File: src/rtl/eq_axis_framer_if.sv
// AXI-Stream style handshake bundle used on both sides of the equalizer framer.
// The master drives data/valid/last; the slave answers with ready.
interface eq_axis_framer_if #(
  parameter int W = 24
) ();
  logic [W-1:0] tdata;
  logic         tvalid;
  logic         tready;
  logic         tlast;

  modport master (output tdata, output tvalid, output tlast, input tready);
  modport slave  (input tdata, input tvalid, input tlast, output tready);
endinterface

File: src/rtl/eq_axis_framer.sv
// Packs pairs of audio samples into double-width words, frames them into fixed-length
// packages with tlast, and can zero-pad a partial package on request.
module eq_axis_framer #(
  parameter int DATA_WIDTH     = 24,
  parameter int PACKAGE_LENGTH = 1024,
  parameter int PKG_CNT_WIDTH  = 16
) (
  input  logic                     clk,
  input  logic                     rst,
  eq_axis_framer_if.slave          s00_axis,
  eq_axis_framer_if.master         m00_axis,
  input  logic                     flush,
  output logic [PKG_CNT_WIDTH-1:0] pkg_cnt,
  output logic                     busy
);

  localparam int WCW = (PACKAGE_LENGTH > 1) ? $clog2(PACKAGE_LENGTH) : 1;
  localparam logic [WCW-1:0] LAST_IDX = WCW'(PACKAGE_LENGTH - 1);

  typedef enum logic {
    RUN = 1'b0,
    PAD = 1'b1
  } state_t;

  state_t                    state_q, state_d;
  logic                      half_q, half_d;
  logic [DATA_WIDTH-1:0]     low_q, low_d;
  logic                      out_valid_q, out_valid_d;
  logic [2*DATA_WIDTH-1:0]   out_data_q, out_data_d;
  logic [WCW-1:0]            word_cnt_q, word_cnt_d;
  logic [PKG_CNT_WIDTH-1:0]  pkg_cnt_q, pkg_cnt_d;
  logic                      run_en_q;

  logic s_ready;
  logic in_hs;
  logic m_hs;
  logic last_word;
  logic can_load;

  // Registered enable keeps the input closed during reset and for the reset-release edge.
  always_ff @(posedge clk) begin
    if (!rst) begin
      state_q     <= RUN;
      half_q      <= 1'b0;
      low_q       <= '0;
      out_valid_q <= 1'b0;
      out_data_q  <= '0;
      word_cnt_q  <= '0;
      pkg_cnt_q   <= '0;
      run_en_q    <= 1'b0;
    end else begin
      state_q     <= state_d;
      half_q      <= half_d;
      low_q       <= low_d;
      out_valid_q <= out_valid_d;
      out_data_q  <= out_data_d;
      word_cnt_q  <= word_cnt_d;
      pkg_cnt_q   <= pkg_cnt_d;
      run_en_q    <= 1'b1;
    end
  end

  always_comb begin
    state_d     = state_q;
    half_d      = half_q;
    low_d       = low_q;
    out_valid_d = out_valid_q;
    out_data_d  = out_data_q;
    word_cnt_d  = word_cnt_q;
    pkg_cnt_d   = pkg_cnt_q;

    last_word = out_valid_q && (word_cnt_q == LAST_IDX);
    m_hs      = out_valid_q && m00_axis.tready;
    can_load  = !out_valid_q || m00_axis.tready;
    s_ready   = run_en_q && (state_q == RUN) && (!half_q || can_load);
    in_hs     = s_ready && s00_axis.tvalid;

    if (m_hs) begin
      out_valid_d = 1'b0;
      if (last_word) begin
        word_cnt_d = '0;
        pkg_cnt_d  = pkg_cnt_q + PKG_CNT_WIDTH'(1);
      end else begin
        word_cnt_d = word_cnt_q + WCW'(1);
      end
    end

    case (state_q)
      RUN: begin
        if (in_hs) begin
          if (!half_q) begin
            low_d  = s00_axis.tdata;
            half_d = 1'b1;
          end else begin
            out_data_d  = {s00_axis.tdata, low_q};
            out_valid_d = 1'b1;
            half_d      = 1'b0;
          end
        end
        // A sample arriving with the flush makes an otherwise idle framer worth padding.
        if (flush && (half_q || out_valid_q || (word_cnt_q != '0) || in_hs)) begin
          state_d = PAD;
        end
      end
      PAD: begin
        // A held half-sample always goes out, even if it starts the next package.
        if (can_load && (half_q || !last_word)) begin
          out_valid_d = 1'b1;
          out_data_d  = half_q ? {{DATA_WIDTH{1'b0}}, low_q} : '0;
          half_d      = 1'b0;
        end
        if (m_hs && last_word && !half_q) begin
          state_d = RUN;
        end
      end
      default: state_d = RUN;
    endcase
  end

  assign s00_axis.tready = s_ready;
  assign m00_axis.tvalid = out_valid_q;
  assign m00_axis.tdata  = out_data_q;
  assign m00_axis.tlast  = last_word;
  assign pkg_cnt         = pkg_cnt_q;
  assign busy            = half_q | out_valid_q | (word_cnt_q != '0) | (state_q == PAD);

endmodule

File: src/flat_wrapper.sv
// flat-port wrapper written by rule: the top's interface ports become plain ports
module eq_axis_framer_flat 
#(
  parameter int DATA_WIDTH     = 24,
  parameter int PACKAGE_LENGTH = 1024,
  parameter int PKG_CNT_WIDTH  = 16
)
  (clk, rst, flush, pkg_cnt, busy, s00_axis_tdata, s00_axis_tvalid, s00_axis_tlast, s00_axis_tready, m00_axis_tdata, m00_axis_tvalid, m00_axis_tlast, m00_axis_tready);
  eq_axis_framer_if #(.W((24))) s00_axis_i ();
  eq_axis_framer_if #(.W(2*(24))) m00_axis_i ();
  input  logic clk;
  input  logic rst;
  input  logic flush;
  output logic [PKG_CNT_WIDTH-1:0] pkg_cnt;
  output logic busy;
  input wire logic [$bits(s00_axis_i.tdata)-1:0] s00_axis_tdata;
  input wire logic [$bits(s00_axis_i.tvalid)-1:0] s00_axis_tvalid;
  input wire logic [$bits(s00_axis_i.tlast)-1:0] s00_axis_tlast;
  output wire logic [$bits(s00_axis_i.tready)-1:0] s00_axis_tready;
  output wire logic [$bits(m00_axis_i.tdata)-1:0] m00_axis_tdata;
  output wire logic [$bits(m00_axis_i.tvalid)-1:0] m00_axis_tvalid;
  output wire logic [$bits(m00_axis_i.tlast)-1:0] m00_axis_tlast;
  input wire logic [$bits(m00_axis_i.tready)-1:0] m00_axis_tready;
  assign s00_axis_i.tdata = s00_axis_tdata;
  assign s00_axis_i.tvalid = s00_axis_tvalid;
  assign s00_axis_i.tlast = s00_axis_tlast;
  assign s00_axis_tready = s00_axis_i.tready;
  assign m00_axis_tdata = m00_axis_i.tdata;
  assign m00_axis_tvalid = m00_axis_i.tvalid;
  assign m00_axis_tlast = m00_axis_i.tlast;
  assign m00_axis_i.tready = m00_axis_tready;
  eq_axis_framer #(.DATA_WIDTH(DATA_WIDTH), .PACKAGE_LENGTH(PACKAGE_LENGTH), .PKG_CNT_WIDTH(PKG_CNT_WIDTH)) u_core (.clk(clk), .rst(rst), .s00_axis(s00_axis_i), .m00_axis(m00_axis_i), .flush(flush), .pkg_cnt(pkg_cnt), .busy(busy));
endmodule
File: config.mk
export PLATFORM = sky130hd
export DESIGN_NAME = eq_axis_framer_flat
export DESIGN_NICKNAME = d
export VERILOG_FILES = /design/src/rtl/eq_axis_framer_if.sv /design/src/rtl/eq_axis_framer.sv /design/src/flat_wrapper.sv
export SDC_FILE = /design/constraint.sdc
export NUM_CORES = 1
export LEC_CHECK = 0
export CAP_MARGIN = 20
export CORE_UTILIZATION = 51
export CTS_BUF_LIST = sky130_fd_sc_hd__clkbuf_8 sky130_fd_sc_hd__clkbuf_16
export DETAILED_ROUTE_END_ITERATION = 6
export HOLD_SLACK_MARGIN = 0.02
export PLACE_DENSITY = 0.82
export SETUP_SLACK_MARGIN = 0.2
export SLEW_MARGIN = 20
export SYNTH_ARGS = -nofsm -noshare
export SYNTH_HDL_FRONTEND = slang
export SYNTH_SLANG_ARGS = --single-unit
File: constraint.sdc
create_clock -name clk -period 4.89 [get_ports clk]
set_input_delay 0.489 -clock clk [delete_from_list [all_inputs] [get_ports clk]]
set_output_delay 0.489 -clock clk [all_outputs]
set_load 0.02 [all_outputs]
Word-level counts from Yosys, hierarchy flattened
Cells that the tools add are included.

cells by class
  add/subtract/negate cells = 2
  equal/unequal tests = 4
  mux-type cells = 19
  bitwise logic cells = 5
  reductions and logical operators = 23

operator list
  cell                   count
  $mux 48                3
  $pmux 48 s2            1
  $mux 24                1
  $add 16x1->16 const B  1
  $add 10x1->10 const B  1
  $eq 10x10->1 const B   1
  $mux 1                 10
  $mux 10                1
  $reduce_bool 10->1     1
  $logic_and 1x1->1      9
  $logic_or 1x1->1       6
  $pmux 1 s2             3
  $reduce_and 3->1       2
  $ne 2x1->1 const B     2
  $reduce_and 2->1       2
  $logic_not 1->1        3
  $or 1x1->1             3
  $ne 2x2->1 const B     1
  $not 1->1              2

storage, ports and cells
  register bits = 102
  bits of input ports = 30
  output and inout port bits = 68
  logic and storage cells = 61

Depth between registers and ports, before layout
Gate-level depths: netlist of run 1.

  depth after elaboration = 9
  depth in mapped cells = 8
  depth with buffers taken out = 5

Worst setup path after synthesis of run 1
Ideal clock, no wire load.

  kind = register to register
  start = register u_core.out_valid_q, in the netlist u_core.m00_axis.tvalid
  end = register u_core.out_valid_q, in the netlist u_core.m00_axis.tvalid
  setup time = 0.115 ns
  data arrival time = 1.657 ns
  required time = 4.775 ns
  setup slack = 3.118 ns
  cell stages (with the launch flop) = 8
  path through = dfxtp_1 > and4_1 > buf_6 > nand4b_2 > and2_1 > buf_4 > buf_6 > o21a_1

between the ends
  word-level cells in the longest chain between the ends = 7
  elaborated cells between the ends (all ways) = 15
  classes of those cells = mux: 5; reduce/logical: 10

RTL lines
  element                 line                  RTL
  from (decl)             eq_axis_framer.sv:28  logic out_valid_q, out_valid_d;
  from (signal assigned)  eq_axis_framer.sv:55  out_valid_q <= out_valid_d;
  $logic_not 1->1         eq_axis_framer.sv:74  can_load = !out_valid_q || m00_axis.tready;
  $logic_or 1x1->1        eq_axis_framer.sv:74
  $logic_or 1x1->1        eq_axis_framer.sv:75  s_ready = run_en_q && (state_q == RUN) && (!half_q || can_load);
  $logic_and 1x1->1       eq_axis_framer.sv:75
  $logic_and 1x1->1       eq_axis_framer.sv:76  in_hs = s_ready && s00_axis.tvalid;
  $mux 1                  eq_axis_framer.sv:90  if (in_hs) begin
  $pmux 1 s2 (*)          eq_axis_framer.sv:88  case (state_q)

Mark *: on every way between the ends. The rest lies on a longest branch, timed or not.
A chain may end at the register's enable or synchronous reset.

Final worst setup path of run 1
  start = input port m00_axis_tready
  end = output port s00_axis_tready

between the ends
  word-level cells in the longest chain between the ends = 3

RTL lines
  element            line                  RTL
  from (decl)        flat_wrapper.sv:23    input wire logic [$bits(m00_axis_i.tready)-1:0] m00_axis_tready;
  $logic_or 1x1->1   eq_axis_framer.sv:74
  $logic_or 1x1->1   eq_axis_framer.sv:75
  $logic_and 1x1->1  eq_axis_framer.sv:75
  to (decl)          flat_wrapper.sv:19    output wire logic [$bits(s00_axis_i.tready)-1:0] s00_axis_tready;

Every way passes these cells.

==> results of run 1 <==
## critical path, delay by kind of cell
family | cells | cell delay, ns
buffers and inverters | 2 | 1.24
AO/OA/AOI/OAI | 1 | 0.12
AND/OR/NAND/NOR | 1 | 0.50
## through the flow
step / std cells / hold slack (ns) / total power, mW / cell area [um^2] / setup WS, ns
floorplan: 445 / 0.437 / 1.04 / 4110 / 3.12
global placement: 614 / 0.442 / 1.12 / 5070 / 1.95
detailed placement: 614 / 0.450 / 1.13 / 5070 / 1.89
CTS: 630 / 0.463 / 1.67 / 5280 / 2.05
global route: 630 / 0.482 / 1.73 / 5280 / 1.92
finish: 630 / 0.461 / 1.66 / 5280 / 2.04
## power by group through the flow
| stage | sequential [mW] | clock [mW] | combinational, mW |
|---|---|---|---|
| after floorplan | 0.920 | 0 | 0.118 |
| after global placement | 0.907 | 0 | 0.215 |
| after detailed placement | 0.909 | 0 | 0.220 |
| after CTS | 0.890 | 0.561 | 0.221 |
| after global routing | 0.896 | 0.601 | 0.237 |
| final | 0.891 | 0.550 | 0.220 |
## final cells by class
class,count,area (um^2)
clock buffers,10,138
clock inverters,6,70.1
fillers,632,2480
inverters,7,26.3
multi-input cells,304,1900
flip-flops and latches,102,2040
well taps,102,128
repair buffers,99,978
## cell usage in the layout (no fill, tap or decap), drive strengths merged, types with 10 or more instances in the layout
master / count
a21oi: 45
a22o: 24
dfxtp: 102
clkdlybuf4s50: 95
mux2i: 25
nand3: 11
clkbuf: 10
nand3b: 25
nand2: 84
nor2: 14
## state kept, by name, summed over array words and instances, names as in the netlist
| name | cells |
|---|---|
| u_core.run_en_q | 1 |
| u_core.low_q | 24 |
| u_core.half_q | 1 |
| u_core.m00_axis.tdata | 48 |
| u_core.state_q | 1 |
| u_core.m00_axis.tvalid | 1 |
| u_core.word_cnt_q | 10 |
| u_core.pkg_cnt | 16 |
## per-layer routing
metal  part of all wire [%]  vias up  global-route usage [%]
met5                      0        -                       0
met4                    1.1        0                    5.99
met3                    5.7        8                    6.14
met2                     48      101                    38.7
met1                     45     1704                    30.5
li1                       -     1719                       -
## cell families after synthesis
group,after synthesis,share of synthesized area [%]
and+or+nand+nor,177,22.8
DFF,102,49.7
AOI/OAI and AO/OA,91,14.3
buffers and inverters,39,4.51
muxes,25,6.09
xor gates and xnor gates,8,1.71
adders and majority gates,3,0.914
## final timing paths
kind | start | endpoint | slack, ns | depth (start not counted)
max | m00_axis_tready | s00_axis_tready | 2.04 | 4
min | u_core.low_q[14]$_SDFFE_PN0P_ | u_core.low_q[14]$_SDFFE_PN0P_ | 0.46 | 2
max reg2reg | u_core.state_q$_SDFF_PN0_ | u_core.m00_axis.tdata[27]$_SDFFE_PN0P_ | 2.38 | 4
min reg2reg | u_core.low_q[14]$_SDFFE_PN0P_ | u_core.low_q[14]$_SDFFE_PN0P_ | 0.46 | 2
==> metrics.yaml, run 1 <==
status: "completed"
num_rows: 32
num_vias: 3532
clkPwrFrac_pct: 33.1
setup_tns_ns: 0
ir_drop_mv: 0.177
setup_viol: 0
avgSynthCellArea_um2: 9.23
antennaDiodeCount: 0
clock_latency_ns: 0.36
clk_pin_slew_ns: 0.10
fin_crit_ns: 2.85
drc: 0
fin_skew_ns: 0.0115
synth-edff-count: 0
clock-sinks: 102
synth_cell_types: 38
synth.top_cell.area_share_pct: 49.7
clockBufferDepth: 2
synthCells: 445
max_stage_delay_ns: 0.67
synth_area_leaders: "dfxtp_1 50%, nand2_1 7.7%, mux2i_1 6.1%, a21oi_1 5.4%, a22o_1 5.1%"
ys_ff_latch: 102
antenna_found_initial: 0
synth_commonest_cells: "102 x dfxtp_1, 84 x nand2_1, 44 x a21oi_1, 25 x mux2i_1, 25 x nand3b_1"
cp_cell_sequence: "clkdlybuf4s50_1 > nor2b_1 > a21oi_1 > clkdlybuf4s50_1"
fmax_ghz: 0.351
crit_path_max_fanout: 12
path_common_cell: "clkdlybuf4s50_1"
tightest_slew_ns: 1.04
htreeDepth: 3
p_seq_share_pct: 53.6
yosysSeqAreaShare_pct: 49.7
drt-initial-drc-count: 172
gr-total-overflow: 0
intPower_mw: 1.22
drt_pass1_iterations: 4
grt_pass1_wl_um: 15800
cp-start-kind: "primary input"
slew_viol_final: 0
place.gp.congestion: 0.826
yosysTopAreaCell: "dfxtp_1"
io_pins: 98
cts_buffers: 9
fin_crit_sh_pct: 58.3
drive_gt1_share_pct: 5.49
synth-async-reset-ratio_pct: 0
fin_nets: 556
port_buffers: 96
grt_pass1_vias: 3302
pwr-share-comb_pct: 13.3
routed_wl_um: 9680
viasPerCell: 5.61
cts.repair.resized: 0
final_util_pct: 68.0
core_um2: 7770
grt_usage_pct: 23.4
criticalPathCategory: "primary input to output pin"
wl_per_cell_um: 15.4
slowest_stage: "clkdlybuf4s50_1"
rsz0062_at_grt: "no"
ant_nets: 0
max_cap_violations: 0
synth_flop_cell: "dfxtp_1"
ys.warnings.count: 0
hp-class: "flip-flop to flip-flop"
initial_core_util_pct: 52.9
power_density_nw_per_um2: 314
die_area_um2: 8420
synthesis.nets: 478
grt_max_degree: 56
syn_area_um2: 4110
worstSetupEndpointType: "output pin"
swShare_pct: 26.6
finalHoldViolations: 0
ctsRootBufferMaster: "clkbuf_8"
leakage_nw: 1.86
hpwl_um: 6260
p_sw_uw: 442
post-cts-setup-buffers: 0
area_delta_synth_final_pct: 28.6
cts_hold_buf: 0
worstPathArrival_ns: 2.36
die_h_um: 91.8
cp.required_ns: 4.40
slew_headroom_pct: 30.7
synth_most_common_cell: "dfxtp_1"
cts_tree: "built"
die_w_um: 91.8
Note: power is estimated with default switching activity, not from simulation.
==> run 2, diff against run 1 <==
Settings changed: CORE_UTILIZATION 51 to 49, PLACE_DENSITY 0.82 to 0.79.
Clock period 4.89 ns to 2.8 ns, I/O delays scaled along.
==> metrics.yaml, run 2 (synthesis gave the netlist of run 1 again) <==
status: "completed"
hold_ws_ns: 0.389
cp.required_ns: 2.52
antennaDiodeCount: 0
drc: 0
num_vias: 3542
drt_pass1_iterations: 4
setup_tns_ns: 0
met2_usage_pct: 40.1
slew_headroom_pct: 38.4
rsz0062_at_grt: "no"
p_sw_uw: 773
initial_core_util_pct: 50.3
port_buffers: 96
die_area_um2: 8760
hp-class: "primary input to flip-flop"
finalHoldViolations: 0
antenna_found_initial: 0
max_cap_violations: 0
leakage_nw: 1.89
core_um2: 8180
busiest_layer: "met2"
grt_pass1_wl_um: 16000
power_density_nw_per_um2: 558
post-place-ws_ns: 0.623
pwr-share-comb_pct: 13.6
layout_setup_ws_ns: 0.290
use_met3_pct: 5.61
p_seq_share_pct: 51.8
rr_startpoint: "u_core.word_cnt_q[1]$_SDFFE_PN0P_"
grt_pass1_vias: 3369
fmax_ghz: 0.398
hpwl_um: 6470
fillers: 707
io_pins: 98
total_power_mw: 2.97
ctsRootBufferMaster: "clkbuf_8"
crit_path_max_fanout: 8
grt_max_degree: 39
ir_drop_mv: 0.420
met1_usage_pct: 28.2
cts_buffers: 9
clockBufferDepth: 2
drt-initial-drc-count: 127
place.gp.congestion: 0.824
fin_nets: 561
fin_crit_ns: 2.51
setup_viol: 0
worstPathArrival_ns: 2.23
routed_wl_um: 9790
swShare_pct: 26.0
fin_skew_ns: 0.0145
cts_tree: "built"
hp-start: "rst"
htreeDepth: 3
post-cts-setup-buffers: 0
largest_reg_flops: 48
fin_cells: 637
dp_cells: 622
clkPwrFrac_pct: 34.6
grt_usage_pct: 23.1
criticalPathCategory: "flip-flop to output pin"
clock_latency_ns: 0.37
final_util_pct: 65.2
viasPerCell: 5.56
num_rows: 33
wl_per_cell_um: 15.4
die_h_um: 93.6
slew_viol_final: 0
final_cell_mix: "102 x dfxtp_1, 95 x clkdlybuf4s50_1, 84 x nand2_1"
area_delta_synth_final_pct: 29.7
ant_nets: 0
intPower_mw: 2.20
dpl_cell_area_um2: 5110
startpoint: "u_core.word_cnt_q[1]$_SDFFE_PN0P_"
cp-start-kind: "flip-flop"
die_w_um: 93.6
fin_crit_sh_pct: 89.6
mostFrequentLayoutCell: "dfxtp_1"
gr-total-overflow: 0
worstSetupEndpointType: "output pin"
drive_gt1_share_pct: 6.20
tightest_slew_ns: 0.925
stdcell_area_um2: 5330
clk_pin_slew_ns: 0.10
clock-sinks: 102
run 2: cell count changes in the layout (fill, tap and decap cells not counted), sizes merged:
| cell | before | now |
|---|---|---|
| inv | 8 | 9 |
| bufinv | 1 | 2 |
| clkbuf | 10 | 9 |
| clkinvlp | 3 | 1 |
| buf | 4 | 9 |
run 2: repair_timing:
item | in CTS | in global routing
setup endpoints to repair | 1 | 0
gates resized for setup | 1 | 0
hold buffers | 0 | 0
run 2: metal layers:
layer	wire [um]	vias up	part of all wire (%)
met2	4890	80	50
met4	123	0	1.3
met3	378	11	3.9
met5	0	-	0
li1	-	1731	-
met1	4400	1720	45
run 2: critical path, cell delays in order (launching register included):
cell and delay, ns:
dfxtp_1 0.40, ha_1 0.19, and4_2 0.39, and3_1 0.26
clkdlybuf4s50_1 0.62
run 2: layout make-up:
type,count,area (um^2),area share (%)
Timing Repair Buffer,104,1020,19.1
Clock buffer,9,124,2.33
Clock inverter,6,95.1,1.78
Tap cell,105,131,2.47
Multi-Input combinational cell,304,1890,35.5
Sequential cell,102,2040,38.3
Inverter,7,26.3,0.493
run 2: power groups by stage:
| stage | logic, mW | registers [mW] | clock network (mW) |
|---|---|---|---|
| floorplan | 0.206 | 1.61 | 0 |
| global placement | 0.398 | 1.57 | 0 |
| detailed placement | 0.404 | 1.57 | 0 |
| CTS | 0.406 | 1.54 | 1.04 |
| global route | 0.437 | 1.55 | 1.10 |
| finish | 0.405 | 1.54 | 1.03 |
run 2: final timing paths:
check | endpoint | slack [ns] | cells after the start
max reg2reg | u_core.pkg_cnt[12]$_SDFFE_PN0P_ | 0.73 | 5
max | m00_axis_tlast | 0.29 | 4
min reg2reg | u_core.low_q[13]$_SDFFE_PN0P_ | 0.46 | 2
min | u_core.m00_axis.tdata[30]$_SDFFE_PN0P_ | 0.39 | 3
==> run 3, diff against run 2 <==
Settings changed: CELL_PAD_IN_SITES_DETAIL_PLACEMENT set to 0, CELL_PAD_IN_SITES_GLOBAL_PLACEMENT set to 1, CORE_UTILIZATION 49 to 37, PLACE_DENSITY 0.79 to unset, PLACE_DENSITY_LB_ADDON set to 0.1.
==> metrics.yaml, run 3 (synthesis gave the netlist of run 1 again) <==
status: "completed"
r2r-end: "u_core.pkg_cnt[10]$_SDFFE_PN0P_"
antennaDiodeCount: 0
largest_reg_flops: 48
grt_pass1_vias: 3431
intPower_mw: 2.03
drt_pass1_iterations: 4
fin_skew_ns: 0.0164
finalHoldViolations: 0
clk_pin_slew_ns: 0.10
clkPwrFrac_pct: 31.1
tightest_slew_ns: 0.972
ant_nets: 0
cp.required_ns: 2.52
core_um2: 10800
gr-total-overflow: 0
reg2reg_depth: 4
die_area_um2: 11500
cp-start-kind: "flip-flop"
place.gp.congestion: 0.787
criticalPathCategory: "flip-flop to output pin"
clock_latency_ns: 0.37
setup_viol: 0
wl_per_cell_um: 15.2
num_rows: 38
grt_max_degree: 49
drc: 0
hp-start: "rst"
worstSetupEndpointType: "output pin"
drive_gt1_share_pct: 6.20
fin_cells: 672
mostFrequentLayoutCell: "dfxtp_1"
clock-sinks: 102
area_delta_synth_final_pct: 29.8
drt-initial-drc-count: 129
port_buffers: 96
fmax_ghz: 0.417
crit_path_max_fanout: 8
slew_viol_final: 0
fin_crit_ns: 2.40
max_cap_violations: 0
rr_startpoint: "u_core.word_cnt_q[5]$_SDFFE_PN0P_"
final_util_pct: 49.2
hpwl_um: 6500
hp-class: "primary input to flip-flop"
swShare_pct: 28.2
fillers: 1048
die_h_um: 107
setup_tns_ns: 0
seqCellArea_um2: 2040
routed_wl_um: 10200
layout_setup_ws_ns: 0.401
cts_buffers: 9
p_seq_share_pct: 54.6
io_pins: 98
rsz0062_at_grt: "no"
post-cts-setup-buffers: 0
initial_core_util_pct: 37.9
total_power_mw: 2.83
final_cell_mix: "102 x dfxtp_1, 95 x clkdlybuf4s50_1, 84 x nand2_1"
num_vias: 3474
dp_cells: 656
r2r_setup_slack_ns: 0.82
htreeDepth: 3
antenna_found_initial: 0
cts.repair.resized: 1
fin_crit_sh_pct: 85.7
min_path_cells: 2
viasPerCell: 5.17
clockBufferDepth: 2
grt_pass1_wl_um: 16600
grt_usage_pct: 18.3
multiInputGateArea_um2: 1900
fin_nets: 560
slew_headroom_pct: 35.2
ctsRootBufferMaster: "clkbuf_8"
cts_tree: "built"
min_to: "u_core.m00_axis.tvalid$_SDFF_PN0_"
worstPathArrival_ns: 2.12
leakage_nw: 1.87
pwr-share-comb_pct: 14.3
power_density_nw_per_um2: 530
ir_drop_mv: 0.224
p_sw_uw: 797
post-place-ws_ns: 0.569
die_w_um: 107
cts_hold_buf: 0
[run 3: through the flow]
step	area, um^2	hold slack (ns)
after floorplan	4110	0.308
after global placement	5140	0.442
after detailed placement	5140	0.447
after CTS	5330	0.330
after global routing	5330	0.337
final	5330	0.343
[run 3: worst max-delay path by stage]
stage,end,cells after the start,slack (ns),startpoint
2_1_floorplan,u_core.m00_axis.tvalid$_SDFF_PN0_,7,1.03,u_core.m00_axis.tvalid$_SDFF_PN0_
3_3_place_gp,m00_axis_tlast,4,0.62,u_core.word_cnt_q[0]$_SDFFE_PN0P_
3_5_place_dp,u_core.m00_axis.tdata[28]$_SDFFE_PN0P_,5,0.57,m00_axis_tready
4_1_cts,m00_axis_tlast,4,0.30,u_core.word_cnt_q[0]$_SDFFE_PN0P_
5_1_grt,m00_axis_tlast,4,0.27,u_core.word_cnt_q[0]$_SDFFE_PN0P_
6_report,m00_axis_tlast,4,0.40,u_core.word_cnt_q[0]$_SDFFE_PN0P_
[run 3: area by class of cell]
class	instances	share of cell area, %
sequential	102	38.3
timing repair buffer	103	18.9
multi-input combinational	304	35.6
tap	140	3.29
clock buffer	9	2.32
inverter	7	0.493
clock inverter	7	1.13
[run 3: metal layers]
metal	wire length [um]	GRT usage, %	vias up
li1	-	-	1732
met1	4790	22.9	1661
met2	4880	30.9	69
met3	428	4.06	12
met4	129	6.26	0
met5	0	0	-
[run 3: power by group through the flow]
stage               sequential, mW  combinational, mW  clock (mW)
floorplan                     1.61              0.206           0
global placement              1.57              0.404           0
detailed placement            1.58              0.408           0
CTS                           1.54              0.409       0.916
global route                  1.55              0.437       0.973
finish                        1.54              0.405       0.878
[run 3: critical path: stages (launching register included)]
cell,delay [ns]
dfxtp_1,0.39
ha_1,0.19
and4_4,0.32
and3_1,0.24
clkdlybuf4s50_1,0.62
